File: src/rtl/serdesphy_power_sequencer.sv
// rtl/serdesphy_power_sequencer.sv - SerDes PHY analog bring-up/teardown sequencer
// PLL reset/lock, TX enable, CDR reset/lock, lock-loss supervision and sticky faults.
module serdesphy_power_sequencer #(
  parameter int RST_CYCLES  = 4,
  parameter int SETTLE_CYC  = 16,
  parameter int PLL_TIMEOUT = 4096,
  parameter int CDR_TIMEOUT = 8192
) (
  input  logic       clk,
  input  logic       rst_n,
  input  logic       cfg_phy_en,
  input  logic       cfg_tx_en,
  input  logic       cfg_rx_en,
  input  logic       cfg_write_strobe,
  input  logic [7:0] cfg_write_addr,
  input  logic       pll_lock,
  input  logic       cdr_lock,
  output logic       pll_en,
  output logic       pll_rst_n,
  output logic       tx_en,
  output logic       rx_en,
  output logic       cdr_en,
  output logic       cdr_rst_n,
  output logic       phy_ready,
  output logic [2:0] seq_state,
  output logic       fault_pll_to,
  output logic       fault_cdr_to,
  output logic       lock_lost
);

  typedef enum logic [2:0] {
    OFF      = 3'd0,
    PLL_RST  = 3'd1,
    PLL_WAIT = 3'd2,
    TX_UP    = 3'd3,
    RX_RST   = 3'd4,
    CDR_WAIT = 3'd5,
    READY    = 3'd6,
    FAULT    = 3'd7
  } state_t;

  localparam int M1   = (RST_CYCLES > SETTLE_CYC) ? RST_CYCLES : SETTLE_CYC;
  localparam int M2   = (PLL_TIMEOUT > CDR_TIMEOUT) ? PLL_TIMEOUT : CDR_TIMEOUT;
  localparam int CMAX = (M1 > M2) ? M1 : M2;
  localparam int CW   = $clog2(CMAX + 1);

  state_t        state, state_nx;
  logic [CW-1:0] cnt;
  logic          restart;
  logic [1:0]    pll_sync, cdr_sync;
  logic          pll_lock_s, cdr_lock_s;
  logic          set_pll_to, set_cdr_to, set_lost;
  logic          reconf_pll, reconf_cdr;
  logic          pll_en_nx, pll_rst_n_nx, tx_en_nx, rx_en_nx, cdr_en_nx, cdr_rst_n_nx, phy_ready_nx;

  assign pll_lock_s = pll_sync[1];
  assign cdr_lock_s = cdr_sync[1];
  assign seq_state  = state;
  assign reconf_pll = cfg_write_strobe && (cfg_write_addr == 8'h04);
  assign reconf_cdr = cfg_write_strobe && (cfg_write_addr == 8'h05);

  always_ff @(posedge clk or negedge rst_n) begin
    if (!rst_n) begin
      state    <= OFF;
      cnt      <= '0;
      pll_sync <= 2'b00;
      cdr_sync <= 2'b00;
    end else begin
      state    <= state_nx;
      pll_sync <= {pll_sync[0], pll_lock};
      cdr_sync <= {cdr_sync[0], cdr_lock};
      // Counter restarts on any entry, including re-entry of the same state by reconfig.
      if (restart || (state_nx != state)) cnt <= '0;
      else if (cnt != CW'(CMAX))          cnt <= cnt + 1'b1;
    end
  end

  always_comb begin
    state_nx   = state;
    restart    = 1'b0;
    set_pll_to = 1'b0;
    set_cdr_to = 1'b0;
    set_lost   = 1'b0;
    if (!cfg_phy_en) begin
      state_nx = OFF;
    end else if (state == OFF) begin
      state_nx = PLL_RST;
    end else if (state != FAULT && reconf_pll) begin
      state_nx = PLL_RST;
      restart  = 1'b1;
    end else if ((state == RX_RST || state == CDR_WAIT || state == READY) && reconf_cdr) begin
      state_nx = RX_RST;
      restart  = 1'b1;
    end else begin
      case (state)
        PLL_RST:  if (cnt == CW'(RST_CYCLES - 1)) state_nx = PLL_WAIT;
        PLL_WAIT: begin
          if (pll_lock_s) state_nx = TX_UP;
          else if (cnt == CW'(PLL_TIMEOUT - 1)) begin
            state_nx   = FAULT;
            set_pll_to = 1'b1;
          end
        end
        TX_UP:    if (cnt == CW'(SETTLE_CYC - 1)) state_nx = cfg_rx_en ? RX_RST : READY;
        RX_RST:   if (cnt == CW'(RST_CYCLES - 1)) state_nx = CDR_WAIT;
        CDR_WAIT: begin
          if (cdr_lock_s) state_nx = READY;
          else if (cnt == CW'(CDR_TIMEOUT - 1)) begin
            state_nx   = FAULT;
            set_cdr_to = 1'b1;
          end
        end
        READY: begin
          if (!pll_lock_s) begin
            state_nx = PLL_RST;
            set_lost = 1'b1;
          end else if (rx_en && !cdr_lock_s) begin
            state_nx = RX_RST;
            set_lost = 1'b1;
          end else if (cfg_rx_en && !rx_en) begin
            state_nx = RX_RST;
          end
        end
        default: state_nx = state;
      endcase
    end
  end

  // Outputs are decoded from the next state so they register in step with the state.
  always_comb begin
    pll_en_nx    = 1'b0;
    pll_rst_n_nx = 1'b0;
    tx_en_nx     = 1'b0;
    rx_en_nx     = 1'b0;
    cdr_en_nx    = 1'b0;
    cdr_rst_n_nx = 1'b0;
    phy_ready_nx = 1'b0;
    case (state_nx)
      PLL_RST:  pll_en_nx = 1'b1;
      PLL_WAIT: {pll_en_nx, pll_rst_n_nx} = 2'b11;
      TX_UP:    {pll_en_nx, pll_rst_n_nx, tx_en_nx} = {2'b11, cfg_tx_en};
      RX_RST:   {pll_en_nx, pll_rst_n_nx, tx_en_nx, rx_en_nx, cdr_en_nx} = {2'b11, cfg_tx_en, 2'b11};
      CDR_WAIT: {pll_en_nx, pll_rst_n_nx, tx_en_nx, rx_en_nx, cdr_en_nx, cdr_rst_n_nx} =
                {2'b11, cfg_tx_en, 3'b111};
      READY: begin
        {pll_en_nx, pll_rst_n_nx, tx_en_nx} = {2'b11, cfg_tx_en};
        {rx_en_nx, cdr_en_nx, cdr_rst_n_nx} = {3{cfg_rx_en}};
        phy_ready_nx = 1'b1;
      end
      default: pll_en_nx = 1'b0;
    endcase
  end

  always_ff @(posedge clk or negedge rst_n) begin
    if (!rst_n) begin
      pll_en       <= 1'b0;
      pll_rst_n    <= 1'b0;
      tx_en        <= 1'b0;
      rx_en        <= 1'b0;
      cdr_en       <= 1'b0;
      cdr_rst_n    <= 1'b0;
      phy_ready    <= 1'b0;
      fault_pll_to <= 1'b0;
      fault_cdr_to <= 1'b0;
      lock_lost    <= 1'b0;
    end else begin
      pll_en    <= pll_en_nx;
      pll_rst_n <= pll_rst_n_nx;
      tx_en     <= tx_en_nx;
      rx_en     <= rx_en_nx;
      cdr_en    <= cdr_en_nx;
      cdr_rst_n <= cdr_rst_n_nx;
      phy_ready <= phy_ready_nx;
      if (state_nx == OFF) begin
        fault_pll_to <= 1'b0;
        fault_cdr_to <= 1'b0;
        lock_lost    <= 1'b0;
      end else begin
        fault_pll_to <= fault_pll_to | set_pll_to;
        fault_cdr_to <= fault_cdr_to | set_cdr_to;
        lock_lost    <= lock_lost | set_lost;
      end
    end
  end

endmodule
File: config.mk
export PLATFORM = sky130hd
export DESIGN_NAME = serdesphy_power_sequencer
export DESIGN_NICKNAME = d
export VERILOG_FILES = /design/src/rtl/serdesphy_power_sequencer.sv
export SDC_FILE = /design/constraint.sdc
export NUM_CORES = 1
export LEC_CHECK = 0
export CORE_MARGIN = 5
export CORE_UTILIZATION = 40
export DETAILED_ROUTE_END_ITERATION = 7
export GPL_TIMING_DRIVEN = 0
export MAX_ROUTING_LAYER = met4
export SYNTH_ARGS = -nofsm -noshare
export SYNTH_HDL_FRONTEND = slang
export SYNTH_SLANG_ARGS = --single-unit
File: constraint.sdc
create_clock -name clk -period 2.9 [get_ports clk]
set_input_delay 0.725 -clock clk [delete_from_list [all_inputs] [get_ports clk]]
set_output_delay 0.725 -clock clk [all_outputs]
set_load 0.005 [all_outputs]
# ---- Yosys cells after proc, flatten, opt, wreduce, memory -nomap -nowiden
# Index checks and enable logic that the tools add are counted.
dict set report op_classes {
  reduce_logical 18
  addsub 1
  bitwise_logic 3
  mux 52
  n_eq_ne 21
}
# operator count
set ops {}
lappend ops {{$mux 3} 14}
lappend ops {{$mux 1} 32}
lappend ops {{$mux 14} 2}
lappend ops {{$eq 3x3->1 const B} 6}
lappend ops {{$pmux 3 s6} 1}
lappend ops {{$eq 8x3->1 const B} 2}
lappend ops {{$add 14x1->14 const B} 1}
lappend ops {{$eq 14x12->1 const B} 1}
lappend ops {{$eq 14x13->1 const B} 1}
lappend ops {{$eq 14x2->1 const B} 1}
lappend ops {{$eq 14x4->1 const B} 1}
lappend ops {{$ne 14x14->1 const B} 1}
lappend ops {{$eq 3x2->1 const B} 4}
lappend ops {{$eq 3x1->1 const B} 2}
lappend ops {{$logic_and 1x1->1} 6}
lappend ops {{$logic_not 3->1} 2}
lappend ops {{$reduce_or 6->1} 1}
lappend ops {{$reduce_or 5->1} 1}
lappend ops {{$pmux 1 s2} 2}
lappend ops {{$reduce_or 4->1} 1}
lappend ops {{$logic_or 1x1->1} 3}
lappend ops {{$ne 3x3->1} 1}
lappend ops {{$ne 3x3->1 const B} 1}
lappend ops {{$or 1x1->1} 3}
lappend ops {{other kinds (4)} 5}
dict set report totals {
  output_inout_bits 13
  reg_bits 30
}

# ---- Depth between registers and ports, before layout
dict set report logic_depth {
  depth_word 13
  mapped_depth 9
  ltp_nobuf 9
}

# ---- Least setup slack after synthesis
# Ideal clock, no wire load.
dict set report synth_timing {
  kind {input port to flip-flop}
  start {input cfg_write_strobe}
  end {register cnt[0]}
  stages 8
  setup_ns 0.096
  slack_ns 0.587
  required_ns 2.804
  arrival_time_ns 2.217
  cell_sequence {nor4b_2 and2_0 buf_4 a211o_1 a31oi_1 nand4_4 buf_6 nor4_2}
}
dict set report synth_between {
  elab_chain_len 9
}
# item line_no
set synth_lines {}
lappend synth_lines {{start, declared} 14} ;# input logic cfg_write_strobe,
lappend synth_lines {{$logic_and 1x1->1} 60} ;# assign reconf_cdr = cfg_write_strobe && (cfg_write_addr == 8'h05);
lappend synth_lines {{$logic_and 1x1->1} 91} ;# end else if ((state == RX_RST || state == CDR_WAIT || state == READY) && reconf_cdr) begin
lappend synth_lines {{$mux 3} 91}
lappend synth_lines {{$mux 3} 88} ;# end else if (state != FAULT && reconf_pll) begin
lappend synth_lines {{$mux 3} 86} ;# end else if (state == OFF) begin
lappend synth_lines {{$mux 3} 84} ;# if (!cfg_phy_en) begin
lappend synth_lines {{$ne 3x3->1} 73} ;# if (restart || (state_nx != state)) cnt <= '0;
lappend synth_lines {{$logic_or 1x1->1 *} 73}
lappend synth_lines {{$mux 14 or $reduce_bool 2->1 (tied branches)} --}
lappend synth_lines {{end signal, assigned} 74} ;# else if (cnt != CW'(CMAX)) cnt <= cnt + 1'b1;
lappend synth_lines {{end, declared} 48} ;# logic [CW-1:0] cnt;
# Mark *: on every way between the ends. The rest lies on a longest branch, timed or not.
# A chain may end at the register's enable or synchronous reset.

# ---- Final worst setup path
dict set report layout_timing {
  start {input cfg_rx_en}
  end {register cnt[8]}
}
dict set report layout_between {
  elab_chain_len 12
}
# item line_no
set layout_lines {}
lappend layout_lines {{start, declared} 13} ;# input logic cfg_rx_en,
lappend layout_lines {{$logic_and 1x1->1} 120} ;# end else if (cfg_rx_en && !rx_en) begin
lappend layout_lines {{$mux 3} 120}
lappend layout_lines {{$mux 3} 117} ;# end else if (rx_en && !cdr_lock_s) begin
lappend layout_lines {{$mux 3} 114} ;# if (!pll_lock_s) begin
lappend layout_lines {{$pmux 3 s6 *} 95} ;# case (state)
lappend layout_lines {{$mux 3 *} 91}
lappend layout_lines {{$mux 3 *} 88}
lappend layout_lines {{$mux 3 *} 86}
lappend layout_lines {{$mux 3 *} 84}
lappend layout_lines {{$ne 3x3->1 *} 73}
lappend layout_lines {{$logic_or 1x1->1 *} 73}
lappend layout_lines {{$mux 14 or $reduce_bool 2->1 (tied branches)} --}
# Marks and branches as above.

==> flow_summary.ini <==
[route]
drt_pass1_iterations = 4
wl_met3_um = 309
dr_wl_met2_mm = 2.002
wl_mm = 4.788
vias = 1725
ant_nets = 0
top_layer_used = met4
drt-met1-wl_mm = 2.426
drt_iter0_drc = 149
viasPerCell = 5.712
wire_per_inst_um = 15.85
drc = 0

[synthesis]
avgSynthCellArea_sq_um = 10.08
yosys-top-cells-count = dfrtp_1 (30), nand2_1 (15), nor2_1 (13)
synth_async_sr_flop_share_pct = 100.0
ys_types = 58
ys_seq_elements = 30
synthesis.area_sq_um = 2006
synthTopCellsByArea = dfrtp_1 (37%), nor4_2 (6.2%), xor2_1 (3.1%), buf_6 (2.8%), nand2_1 (2.8%)
synth_edf_count = 0
yosys_warnings = 0
synth_top_cell_by_area = dfrtp_1
synthCells = 199
ys.flop_type = dfrtp_1
ys_seq_area_share_pct = 37.43
synth.most_common_cell = dfrtp_1
netlist.area_leader.share_pct = 37.43
synth_fp_nets = 217

[timing]
fin_crit_sh_pct = 93.48
finalCriticalPeriod_ns = 2.711
relSlewSlack_pct = 54.65
skew_ns = 0.003324
clock.fmax_ghz = 0.3689
slew_violations = 0
grt_setup_unrepaired = false
finalSetupViolations = 0
tightest_slew_ns = 0.6802
hold_violations = 0

[global_routing]
antenna_found_initial = 0
grt_usage_pct = 16.56
grt_pass1_wl_mm = 8.017
grt_overflow = 0
grt_pass1_vias = 1588
grt_max_degree = 31

[worst_setup_path]
critPathMaxFanout = 10
critPathKind = in -> reg
cp.arrival_ns = 2.89
cpMaxStageDelayCell = clkdlybuf4s50_1
cpPeakStageDelay_ns = 0.54
cp_cell_sequence = clkdlybuf4s50_1 -> or2b_1 -> a41o_1 -> a211o_1 -> o211ai_2 -> nand4_4 -> buf_6 -> nor4_2
cp.required_ns = 3.08
start_kind = input pin
end_kind = flip-flop

[floorplan]
dieWidth_um = 80.81
ios = 29
die_h_um = 80.81
start_util_pct = 41.91
dieArea_sq_um = 6530
fp.coreArea_sq_um = 4786
rows = 25

[pwr]
p_leak_uw = 0.0009826
p_per_area_nw_per_um2 = 455.3
max-vdd-ir-drop_mv = 0.2430

[clock_network]
cts_resized = 0
holdBufCountCts = 0
clock_path_buffers = 2
path_clk_slew_ns = 0.06
cts_buffers = 5
post_cts_buffers = 0
clkLatencyLatePin_ns = 0.28
h-tree-depth = 2
cts-root-buf = clkbuf_8
clock_sinks = 30
cts_tree = built

[finish]
final_cell_count_no_fill = 302
antenna_cells = 0
utilization_pct = 51.71
fin_nets = 252
synthToLayoutAreaGrowth_pct = 23.39
drive_gt1_share_pct = 19.57

[placed_design]
port-buffer-count = 28
place_congestion = 0.8342
dp_cells = 294
dp_hpwl_mm = 3.501

[outcome]
status = completed

[hold_path]
hp-class = reg -> reg

[job]
cap_violations = 0
## routing by layer
| metal | global-route usage [%] | vias to the layer above |
|---|---|---|
| met3 | 3.326 | 4 |
| met2 | 21.43 | 48 |
| li1 | - | 818 |
| met1 | 24.84 | 855 |
| met5 | - | - |
| met4 | 6.588 | 0 |
## metrics by stage
step | total power [uW] | setup TNS [ns] | area [sq um] | worst slack, ns | hold WS [ns]
after global routing | 1186 | 0 | 2475 | 0.01532 | 0.3734
after global placement | 734.1 | -0.6559 | 2370 | -0.09703 | 0.3331
after CTS | 1141 | 0 | 2480 | 0.1812 | 0.3503
after floorplan | 641.5 | 0 | 2006 | 0.5869 | 0.3312
after detailed placement | 735.7 | -0.8467 | 2370 | -0.1099 | 0.3358
final | 1127 | 0 | 2475 | 0.1892 | 0.3463
## critical path: cells and delay by family
family / cells / cell delay, ns
buf+inv: 2 / 0.74
compound gates: 3 / 0.72
simple gates: 3 / 0.71
## state kept, by name, summed over array words and instances (netlist names)
name          count
cdr_en            1
phy_ready         1
pll_sync          2
fault_cdr_to      1
pll_rst_n         1
pll_en            1
fault_pll_to      1
lock_lost         1
cdr_sync          2
cdr_rst_n         1
tx_en             1
cnt              14
seq_state         3
## cells in the final DEF, fill, tap and decap left out, types with 4 or more instances in the layout
cell type and instances:
nand3_1 5, clkdlybuf4s50_1 27, clkbuf_8 8, nor4_2 10
buf_6 5, inv_1 10, xnor2_1 5, xor2_1 7
nor4b_1 4, nand2b_1 4, dfrtp_1 30, o21ai_0 5
a21oi_1 7, nor2_1 13, nand4_1 7, nand2_1 15
## power by group
group | leakage, uW | switching, uW | internal (uW)
Clock | 0.0000575 | 159 | 239
Sequential | 0.000403 | 21.6 | 438
Combinational | 0.000522 | 154 | 115
## worst paths after layout
check                           depth (start not counted)          end         from  slack (ns)
worst max-delay path                                    8       cnt[8]    cfg_rx_en        0.19
worst min-delay path                                    0  pll_sync[1]  pll_sync[0]        0.35
worst max register to register                          8       cnt[8]       cnt[0]        0.45
worst min register to register                          0  pll_sync[1]  pll_sync[0]        0.35
max in group asynchronous                               1       cnt[8]        rst_n        1.98
min in group asynchronous                               1       pll_en        rst_n        0.48
## kinds of logic after synthesis
family / synth area share (%)
XOR/XNOR: 5.240
AO/OA/AOI/OAI: 15.41
multiplexers: 1.060
flip-flops: 37.43
AND/OR/NAND/NOR: 32.56
adder cells (fa/ha/maj): 1.247
buffers and inverters: 7.049
## area by class of cell
cell class / count / area [sq um]
fillers: 446 / 2311
multi-input cells: 147 / 1114
flip-flops and latches: 30 / 750.7
repair buffers: 28 / 275.3
clock buffers: 8 / 110.1
plain buffers: 12 / 103.9
well taps: 67 / 83.83
inverters: 10 / 37.54
No activity file was read; power rests on OpenSTA's default activity.
